--- config.mk ---
export PLATFORM = sky130hd
export DESIGN_NAME = game_tick_gen
export DESIGN_NICKNAME = d
export VERILOG_FILES = /design/src/rtl/game_tick_gen.sv
export SDC_FILE = /design/constraint.sdc
export NUM_CORES = 1
export LEC_CHECK = 0
export CELL_PAD_IN_SITES_DETAIL_PLACEMENT = 1
export CELL_PAD_IN_SITES_GLOBAL_PLACEMENT = 2
export CORE_MARGIN = 4
export CORE_UTILIZATION = 35
export CTS_BUF_LIST = sky130_fd_sc_hd__clkbuf_4 sky130_fd_sc_hd__clkbuf_8
export DETAILED_ROUTE_END_ITERATION = 8
export PLACE_DENSITY = 0.87
export RECOVER_POWER = 25
export SLEW_MARGIN = 15
export SYNTH_ARGS = -nofsm -noshare
export SYNTH_HDL_FRONTEND = slang
export SYNTH_SLANG_ARGS = --single-unit
--- constraint.sdc ---
create_clock -name clk -period 3.4 [get_ports clk]
set_input_delay 0.51 -clock clk [delete_from_list [all_inputs] [get_ports clk]]
set_output_delay 0.51 -clock clk [all_outputs]
set_load 0.01 [all_outputs]
--- src/rtl/game_tick_gen.sv ---
// ============================================================================
// game_tick_gen : multi-channel programmable tick / divided-clock generator
// Rev 1.0 - initial release
// ============================================================================
`default_nettype none

module game_tick_gen #(
  parameter int NUM_CH      = 4,
  parameter int CNT_W       = 32,
  parameter int DEFAULT_DIV = 125000000,
  parameter int CH_W        = (NUM_CH > 1) ? $clog2(NUM_CH) : 1
) (
  input  logic              clk,
  input  logic              rst,
  input  logic              en,
  input  logic              sync_clr,
  input  logic              div_we,
  input  logic [CH_W-1:0]   div_ch,
  input  logic [CNT_W-1:0]  div_val,
  input  logic [NUM_CH-1:0] mode,
  output logic [NUM_CH-1:0] tick,
  output logic [NUM_CH-1:0] clk_div
);

  localparam logic [CNT_W-1:0] RST_DIV = CNT_W'(DEFAULT_DIV);

  logic w_wr_ok;
  assign w_wr_ok = div_we && (int'(div_ch) < NUM_CH);

  for (genvar i = 0; i < NUM_CH; i++) begin : g_ch
    logic [CNT_W-1:0] r_div;
    logic [CNT_W-1:0] r_cnt;
    logic             r_level;
    logic             r_tick;
    logic             r_clk_div;
    logic [CNT_W-1:0] w_last;
    logic             w_sel;
    logic             w_tick_n;
    logic             w_level_n;
    logic [CNT_W-1:0] w_cnt_n;

    // A zero divisor behaves as one: terminal count is then 0.
    assign w_last = (r_div == '0) ? '0 : r_div - CNT_W'(1);
    assign w_sel  = w_wr_ok && (div_ch == CH_W'(i));

    always_comb begin
      w_tick_n  = 1'b0;
      w_level_n = r_level;
      w_cnt_n   = r_cnt;
      if (w_sel) begin
        w_cnt_n = '0;
      end else if (en) begin
        if (r_cnt == w_last) begin
          w_cnt_n   = '0;
          w_tick_n  = 1'b1;
          w_level_n = ~r_level;
        end else begin
          w_cnt_n = r_cnt + CNT_W'(1);
        end
      end
    end

    always_ff @(posedge clk) begin
      if (rst) begin
        r_div     <= RST_DIV;
        r_cnt     <= '0;
        r_level   <= 1'b0;
        r_tick    <= 1'b0;
        r_clk_div <= 1'b0;
      end else if (sync_clr) begin
        r_cnt     <= '0;
        r_level   <= 1'b0;
        r_tick    <= 1'b0;
        r_clk_div <= 1'b0;
      end else begin
        if (w_sel) begin
          r_div <= div_val;
        end
        r_cnt     <= w_cnt_n;
        r_level   <= w_level_n;
        r_tick    <= w_tick_n;
        r_clk_div <= mode[i] ? w_tick_n : w_level_n;
      end
    end

    assign tick[i]    = r_tick;
    assign clk_div[i] = r_clk_div;
  end

endmodule

`default_nettype wire

* Word level (Yosys, flattened, before mapping) *
Cells that the tools add are included.

word-level totals
  input bits = 43
  bits in latches = 0
  memory bits (writable) = 0
  memories = 0
  memory bits (read-only) = 0
  register bits after elaboration = 268
  word-level logic and storage cells = 94

operators by class
  equal/unequal tests = 7
  multiplexer cells = 36
  bitwise gates (word level) = 5
  multipliers = 0
  div/mod/pow operators = 0
  $lt $le $gt $ge = 0
  $add $sub $neg = 8
  reductions and logical operators = 18
  shifts and indexed selects = 0

operators by type and width
  operator                 number
  $mux W32                 8
  $add A32 B1 Y32 const B  4
  $eq A32 B32 Y1           4
  $logic_not A32 Y1        4
  $sub A32 B1 Y32 const B  4
  $mux W1                  28
  $reduce_or A3 Y1         4
  $reduce_and A2 Y1        4
  $not A1 Y1               5
  $eq A2 B2 Y1 const B     2
  $logic_and A1 B1 Y1      4
  $eq A2 B1 Y1 const B     1
  $logic_not A2 Y1         1
  $reduce_or A2 Y1         1

* Longest topological paths before layout *
  word-level depth = 7
  depth in mapped cells = 15

* Worst setup path before layout *
OpenSTA, ideal clock, no wires.

  path kind = register -> register
  start = register g_ch[1].r_div[0]
  end = register g_ch[1].r_cnt[10]
  data required time = 3.285 ns
  slack = -0.190 ns
  buffers on the path = 1
  stages on the path, launching flop included = 14
  arrival time = 3.475 ns
  period minus slack after synthesis = 3.590 ns
  cells stage by stage = dfxtp_1 > inv_1 > ha_1 > or3b_2 > or3_1 > and3_1 > a2111oi_0 > and4_1 > nand4_1 > or4_4 > or3_4 > nand3_2 > buf_6 > nor2_1

on the way
  word-level cells in the longest chain between the ends = 4

ends and longest elaborated chain
  item                                                         line  source
  from (decl)                                                  31    logic [CNT_W-1:0] r_div;
  from (signal assigned)                                       77    r_div <= div_val;
  $sub A32 B1 Y32 / $logic_not A32 Y1 (equally long branches)  43    assign w_last = (r_div == '0) ? '0 : r_div - CNT_W'(1);
  $mux W32 *                                                   43
  $eq A32 B32 Y1 *                                             53    if (r_cnt == w_last) begin
  $mux W32 *                                                   53
  to (signal assigned)                                         79    r_cnt <= w_cnt_n;
  to (decl)                                                    32    logic [CNT_W-1:0] r_cnt;

Mark *: on every way between the ends. The rest lies on a longest branch, timed or not.
A chain may end at the register's enable or synchronous reset.

* Worst setup path in the final report *
  start = register g_ch[2].r_div[0]
  end = register g_ch[2].r_cnt[9]

on the way
  word-level cells in the longest chain between the ends = 4

ends and longest elaborated chain
  item                                                         line
  from (decl)                                                  31
  from (signal assigned)                                       77
  $sub A32 B1 Y32 / $logic_not A32 Y1 (equally long branches)  43
  $mux W32 *                                                   43
  $eq A32 B32 Y1 *                                             53
  $mux W32 *                                                   53
  to (signal assigned)                                         79
  to (decl)                                                    32

Marked as above.

==> metrics.csv <==
metric;value;unit
outcome;finished, violations left;
violations;max-capacitance violations, max-slew violations, negative setup slack;
cts_root_buffer;clkbuf_8;
netlist_area;16700;um^2
r2r-end;g_ch[2].r_cnt[9];
setup_ws;-0.259;ns
path_cells;inv_2 -> ha_4 -> or4b_4 -> nor4_4 -> buf_4 -> nand4_1 -> xor2_1 -> a222oi_1 -> nand4_1 -> a2111o_1 -> a2111o_1 -> o21bai_4 -> clkbuf_16 -> nor2_1;
synth_compound_area_share;11.9;%
reg2reg_slack;-0.26;ns
whs_path_depth;5;
ant_nets;0;
synth_edf_count;0;
crit_required;3.94;ns
gp_congestion;0.936;
crit_arrival;4.20;ns
cts_max_level;2;
wl_per_cell;21.4;um
power.total;7.55;mW
cp_top_family;compound AO/OA/AOI/OAI gates;
tightest_slew;1.90;ns
yosysWarnings;0;
cts_tree;built;
period_minus_slack;3.66;ns
power_density;326;nW/um^2
synth.distinct_cells;91;
synth-xor-area-share;13.9;%
track_usage;25.7;%
area_growth;38.3;%
antenna_found_initial;1;
hold_slack;0.400;ns
final_util;49.3;%
crit_cells;14;
synthAdderAreaFrac;0.598;%
fill_cells;5622;
n_antenna_cell;0;
worst-setup-path-type;register to register;
synthArstFlopShare;0;%
path_clk_slew;0.07;ns
r2r_start;g_ch[2].r_div[0];
gr-total-overflow;0;
end_kind;register;
finalMaxSlewViolations;32;
netlist_top_cells_area;dfxtp_1, nand2_1, xnor2_1, xor2_1, nor2_1;
synthMuxAreaShare;1.05;%
start_util;35.6;%
ir_drop;0.000306;V
clockBufferDepth;3;
slowest_delay;0.48;ns
vias;18200;
synth_top_family_by_area;simple AND/OR/NAND/NOR gates;
synth_top_area_cell;dfxtp_1;
syn_nets;2247;
crit_end;g_ch[2].r_cnt[9];
nNetsFinal;2606;
dp.final_hpwl;49900;um
hold_class;input pin to register;
drc;0;
core;47000;um^2
io_buffers;50;
yosysSeqAreaShare;32.1;%
path_max_fanout;15;
cts_sinks;268;
yosysMostFrequentCell;nand2_1;
slowest_stage;or4b_4;
pin_count;51;
synth_common_cells;nand2_1, dfxtp_1, nor2_1, xnor2_1, xor2_1;
hp-start;rst;
multi_input_area;12100;um^2
netlist_instances;2196;
core.rowCount;79;
clock_latency;0.67;ns
drtPass1Iterations;5;
syn-mean-instance-area;7.62;um^2
synth_seq_cells;268;
cp-startpoint;g_ch[2].r_div[0];
worstRegToRegCells;14;
die_area;51400;um^2
leakage;8.16;nW
drt_iter0_markers;1200;
final-hold-violation-count;0;
die_y;227;um
drive_gt1_share;28.8;%
ys.flop_type;dfxtp_1;
slew_headroom;-26.6;%
timing.final.crit_share;108;%
setup_viol;134;
crit_buf_inv;3;
finClkSkew;0.0290;ns
max_cap_viol_count;1;
grt_max_degree;85;
cts_hold_buf;0;
startpoint_type;register;
grt_pass1_vias;19000;
avgViaCountPerCell;5.68;
seqCellArea;5390;um^2
wirelength;68600;um
max_freq;0.273;GHz
die_w;227;um
grt_pass1_wl;106000;um
tns;-19.92;ns
yosys.area.top_type_share;32.1;%
rsz0062_at_grt;yes;
cts_buffers;50;
synth-simple-area-share;36.3;%
-- repair_timing --
item,CTS,global route
gates cloned,5,5
buffers inserted,32,15
pin swaps,59,110
setup endpoints to repair,136,140
resized for setup,112,232
-- area by class of cell --
class,count,area share [%]
multi-input cells,1768,52.4
flip-flops and latches,268,23.3
repair buffers,434,15.8
clock buffers,81,4.47
well taps,607,3.28
inverters,33,0.535
clock inverters,9,0.243
-- routing by layer --
layer	share of wire [%]	vias to the layer above	global-route usage, %
li1	-	8501	-
met1	43	9005	33.0
met2	48	521	44.0
met3	5.5	155	4.23
met4	3.5	2	8.62
met5	0.019	-	0
-- flip-flops by register name, indices dropped and copies added (netlist names) --
register and flops:
g_ch.r_tick 4, g_ch.r_div 128, g_ch.r_clk_div 4, g_ch.r_level 4, g_ch.r_cnt 128
-- metrics by stage --
stage                     cell area [um^2]  worst slack [ns]  cells
final                                23100            -0.259   3200
after global routing                 23100            -0.422   3200
after CTS                            22100            -0.147   3186
after detailed placement             20100            -0.314   3059
after global placement               20100            -0.208   3059
after floorplan                      16900           0.00264   2196
-- power breakdown --
part / internal, mW / total, mW / switching [mW]
clock: 1.92 / 3.44 / 1.52
sequential: 3.19 / 3.23 / 0.0435
combinational: 0.376 / 0.884 / 0.508
total: 5.48 / 7.55 / 2.07
-- cells in the final DEF, fill, tap and decap left out, drive strengths merged, types with 9 or more instances in the layout --
| cell | count |
|---|---|
| and4 | 14 |
| o31ai | 12 |
| a21o | 9 |
| nor3 | 87 |
| or3 | 38 |
| o32ai | 9 |
| o21ai | 28 |
| inv | 34 |
| o22ai | 9 |
| nor2b | 16 |
| nor2 | 247 |
| nor4 | 67 |
| dfxtp | 268 |
| a22oi | 10 |
| clkdlybuf4s50 | 47 |
| mux2i | 12 |
| nand3 | 67 |
| clkbuf | 88 |
| nand2 | 378 |
| nand2b | 9 |
| or2 | 24 |
| xor2 | 124 |
| and3 | 38 |
| nand3b | 59 |
| and2 | 9 |
| o211ai | 14 |
| or4 | 31 |
| xnor2 | 134 |
| nor3b | 12 |
| a21oi | 100 |
| nand4 | 71 |
| buf | 378 |
-- worst min-delay path: cells and delay by family --
| kind | cells | cell delay [ns] |
|---|---|---|
| buf+inv | 2 | 0.28 |
| simple gates | 2 | 0.20 |
| compound gates | 1 | 0.04 |
-- how the worst min path moves through the flow --
stage	to	slack, ns
final	g_ch[1].r_cnt[1]	0.40
after global routing	g_ch[1].r_cnt[1]	0.37
after CTS	g_ch[1].r_cnt[1]	0.28
after detailed placement	g_ch[2].r_div[2]	0.47
after global placement	g_ch[0].r_level	0.46
after floorplan	g_ch[0].r_div[19]	0.45
-- cells by family after synthesis --
logic type,count (synthesis)
simple gates,1191
compound gates,291
flops,268
xor+xnor,261
buf+inv,160
mux,17
fa+ha+maj,8
(Power assumes the default switching activity.)
